==> src/rtl/pipe_register.sv <==
// Elastic pipeline register: STAGES valid/ready stages of N bits with global enable,
// synchronous flush and a registered occupancy count. Empty stages accept even when downstream stalls.
module pipe_register #(
    parameter int            N        = 32,
    parameter int            STAGES   = 2,
    parameter logic [N-1:0]  RSTVALUE = '0,
    localparam int           CW       = ($clog2(STAGES + 1) > 1) ? $clog2(STAGES + 1) : 1
) (
    input  logic          clk,
    input  logic          rst,
    input  logic          ena,
    input  logic          flush,
    input  logic [N-1:0]  in_data,
    input  logic          in_valid,
    output logic          in_ready,
    output logic [N-1:0]  out_data,
    output logic          out_valid,
    input  logic          out_ready,
    output logic [CW-1:0] count
);

    // Handshake: a word moves in on in_valid & in_ready and out on out_valid & out_ready.
    // No transfer of any kind happens while ena=0; flush drops all words and blocks input.

    logic [STAGES-1:0] v_q, v_d;
    logic [N-1:0]      d_q [STAGES];
    logic [N-1:0]      d_d [STAGES];
    logic [CW-1:0]     count_q, count_d;

    logic [STAGES-1:0] rdy;
    logic [STAGES-1:0] up_v;
    logic [N-1:0]      up_d [STAGES];
    logic              r_acc;

    // A stage may advance if it is empty or anything downstream of it can move.
    always_comb begin
        r_acc = out_ready | ~v_q[STAGES-1];
        rdy   = '0;
        for (int i = STAGES - 1; i >= 0; i--) begin
            r_acc  = r_acc | ~v_q[i];
            rdy[i] = r_acc;
        end
    end

    always_comb begin
        up_v[0] = in_valid;
        up_d[0] = in_data;
        for (int i = 1; i < STAGES; i++) begin
            up_v[i] = v_q[i-1];
            up_d[i] = d_q[i-1];
        end
    end

    always_comb begin
        v_d = v_q;
        d_d = d_q;
        if (ena) begin
            if (flush) begin
                v_d = '0;
            end else begin
                for (int i = 0; i < STAGES; i++) begin
                    if (rdy[i]) begin
                        v_d[i] = up_v[i];
                        // Bubbles never overwrite data, so out_data keeps the last real word.
                        if (up_v[i]) d_d[i] = up_d[i];
                    end
                end
            end
        end
        count_d = '0;
        for (int i = 0; i < STAGES; i++) begin
            count_d = count_d + CW'(v_d[i]);
        end
    end

    always_ff @(posedge clk or posedge rst) begin
        if (rst) begin
            v_q     <= '0;
            count_q <= '0;
            for (int i = 0; i < STAGES; i++) d_q[i] <= RSTVALUE;
        end else begin
            v_q     <= v_d;
            count_q <= count_d;
            d_q     <= d_d;
        end
    end

    assign in_ready  = rdy[0] & ena & ~flush;
    assign out_data  = d_q[STAGES-1];
    assign out_valid = v_q[STAGES-1];
    assign count     = count_q;

endmodule

==> config.mk <==
export PLATFORM = sky130hd
export DESIGN_NAME = pipe_register
export DESIGN_NICKNAME = d
export VERILOG_FILES = /design/src/rtl/pipe_register.sv
export SDC_FILE = /design/constraint.sdc
export NUM_CORES = 1
export LEC_CHECK = 0
export ABC_AREA = 1
export CORE_MARGIN = 8
export CORE_UTILIZATION = 51
export CTS_BUF_LIST = sky130_fd_sc_hd__clkbuf_8
export DETAILED_ROUTE_END_ITERATION = 10
export HOLD_SLACK_MARGIN = 0.1
export PLACE_DENSITY = 0.93
export SYNTH_ARGS = -nofsm -noshare
export SYNTH_HDL_FRONTEND = slang
export SYNTH_SLANG_ARGS = --single-unit
==> constraint.sdc <==
create_clock -name clk -period 3.58 [get_ports clk]
set_clock_uncertainty 0.2 [all_clocks]
set_input_delay 0.895 -clock clk [delete_from_list [all_inputs] [get_ports clk]]
set_output_delay 0.895 -clock clk [all_outputs]
set_load 0.05 [all_outputs]
==> impl_metrics.ini <==
[critical_path]
crit-reg2reg-launch = v_q[1]
r2r-end = d_q[46]
path_class = in -> out
timing.critical_path.to = in_ready
r2r_slack_ns = 1.47
startpoint_type = primary input
cp_max_fo = 3
cp_num_buf_inv = 4
cp_slowest_cell = clkdlybuf4s50_1
critPathArrivalTime_ns = 1.84
critPathLaunch = ena
path_delay_family = buffers and inverters
end_kind = primary output
cp_num_cells = 6
path_cells = clkdlybuf4s50_1 -> inv_2 -> nor2_4 -> nand2_1 -> inv_1 -> buf_12
required_ns = 2.48
rr_worst_depth = 5
cpPeakStageDelay_ns = 0.48

[routing]
avgViaCountPerCell = 5.37
drtIter0Drc = 139
finalWirelength_um = 7090
final_antenna_net_count = 0
dr.pass1.iters = 4
num_vias = 2426
wire_per_inst_um = 15.7
drc = 0

[timing]
setup_ws_ns = 0.646
slew_violations = 0
slew_headroom = 0.572
fin_crit_ns = 2.93
rsz0062_at_grt = no
whs_ns = 0.268
worstMarginPinSlew_ns = 0.641
finalSetupViolCount = 0
hold_viol_final = 0
fmax_mhz = 341
fin_tns_setup_ns = 0
finalCritPeriodShare = 0.820

[power]
power_density_mw_per_mm2 = 637
p_leak_nw = 1.89
ir_drop_mv = 0.329

[clock_network]
cts_setup_buffers = 0
cts_sinks = 68
clockBufferDepth = 2
cts_resized = 0
clk_latency_ns = 0.34
cts-hold-fix-buffers = 0
numCtsBuffers = 9
clk_pin_slew_ns = 0.06
cts_root_buf = clkbuf_8
htree_levels = 3
cts_tree = done

[synthesis]
syn-mean-instance-area_um2 = 9.20
synth_cells = 339
yosys_warnings = 0
synth_area_mm2 = 0.00312
synth_cell_types = 15
synth_fp_nets = 378
ys_seq_area_frac = 0.545
ys_ff_latch = 68

[grt]
grt_pass1_wl_um = 11900
grt_use_met3 = 0.0496
grt_use_total = 0.171
grt_max_degree = 40
grt_use_met1 = 0.199
antenna_found_initial = 0
busiest_layer = met2
grt_use_met2 = 0.280
grt_pass1_vias = 2526
grt_overflow = 0

[cells_and_area]
post-route-util = 0.638
seqCellArea_mm2 = 0.00170
multi_input_area_um2 = 985
fillers = 493
syn_to_final_growth_pct = 21.0
postLayoutCellArea_mm2 = 0.00377
finalNetCount = 411
layout-drive-gt1-share = 0.0743
antenna_cells = 0

[floorplan]
io_pins = 74
dieArea_mm2 = 0.00888
rows = 28
die_h_um = 94.2
start_util = 0.527
fp.dieW_um = 94.2
core_area_mm2 = 0.00592

[placed_design]
numPortBuffers = 73
place.gp.congestion = 0.790
dpl.hpwl_um = 4920
pre_cts_ws_ns = 0.482
placed_area_mm2 = 0.00361

[status]
status = completed

[worst_hold_path]
hp-class = reg -> reg

[run]
max_cap_violations = 0
stage by stage:
stage          total power [W]  cells
6_report               0.00240    452
5_1_grt                0.00253    452
4_1_cts                0.00243    452
2_1_floorplan          0.00173    339
3_3_place_gp           0.00188    436
3_5_place_dp           0.00190    436
registers in the layout, summed over array words and instances, names as in the netlist:
signal    cells
count         2
d_q          32
out_data     32
v_q           2
Yosys cell counts:
cell type	n	area, µm²
inv_1	4	15.0
dfrtp_1	68	1700
clkbuf_1	6	22.5
nand3_2	2	20.0
inv_2	1	3.75
nand2_2	1	6.26
buf_2	11	55.1
nand4_1	64	400
nand3_1	2	10.0
buf_6	6	67.6
nor2_4	1	11.3
nand2_1	135	507
buf_4	36	270
ha_1	1	12.5
nand3_4	1	17.5
layer usage:
metal	up-vias	part of all wire
met2	88	0.51
li1	1169	-
met4	0	0.021
met3	14	0.070
met1	1155	0.40
met5	-	0
cell families (layout without fill, tap and decap cells):
kind of cell | count (synthesis) | after routing | share of synthesized area
adder cells (fa/ha/maj) | 1 | 1 | 0.00401
buffers and inverters | 64 | 102 | 0.139
AND/OR/NAND/NOR | 206 | 206 | 0.312
flip-flops | 68 | 68 | 0.545
placed cells by master (no fill, tap or decap):
cell type / synthesis / final
buf_12: 0 / 2
buf_4: 36 / 7
clkbuf_8: 0 / 10
clkdlybuf4s50_1: 0 / 72
clkinv_2: 0 / 2
dfrtp_1: 68 / 68
ha_1: 1 / 1
inv_1: 4 / 7
inv_2: 1 / 2
nand2_1: 135 / 135
nand2_2: 1 / 1
nand3_1: 2 / 2
nand3_2: 2 / 2
nand3_4: 1 / 1
nand4_1: 64 / 64
nor2_4: 1 / 1
layout make-up:
| class | count | share of cell area |
|---|---|---|
| sequential | 68 | 0.451 |
| multi-input combinational | 207 | 0.261 |
| timing repair buffer | 81 | 0.215 |
| clock buffer | 10 | 0.0365 |
| clock inverter | 6 | 0.00663 |
| inverter | 5 | 0.00497 |
| tap | 75 | 0.0249 |
worst reg2reg max path, stage by stage, from the launching register on:
cell     delay, ns
dfrtp_1       0.45
nand3_4       0.12
buf_4         0.33
nand3_2       0.58
nand2_1       0.24
nand2_1       0.08
worst min path at each step:
stage	cells after the start	to	slack [ns]	startpoint
final	2	out_data[22]	0.27	out_data[22]
after global routing	2	out_data[3]	0.29	out_data[3]
after CTS	2	out_data[4]	0.27	out_data[4]
after detailed placement	2	out_data[4]	0.26	out_data[4]
after global placement	2	d_q[56]	0.25	d_q[56]
after floorplan	2	d_q[63]	0.24	d_q[63]
where the power goes:
group	internal, W	switching (W)
sequential	0.000931	0.0000924
combinational	0.000283	0.000576
clock	0.000258	0.000263
No activity file was read; power rests on OpenSTA's default activity.
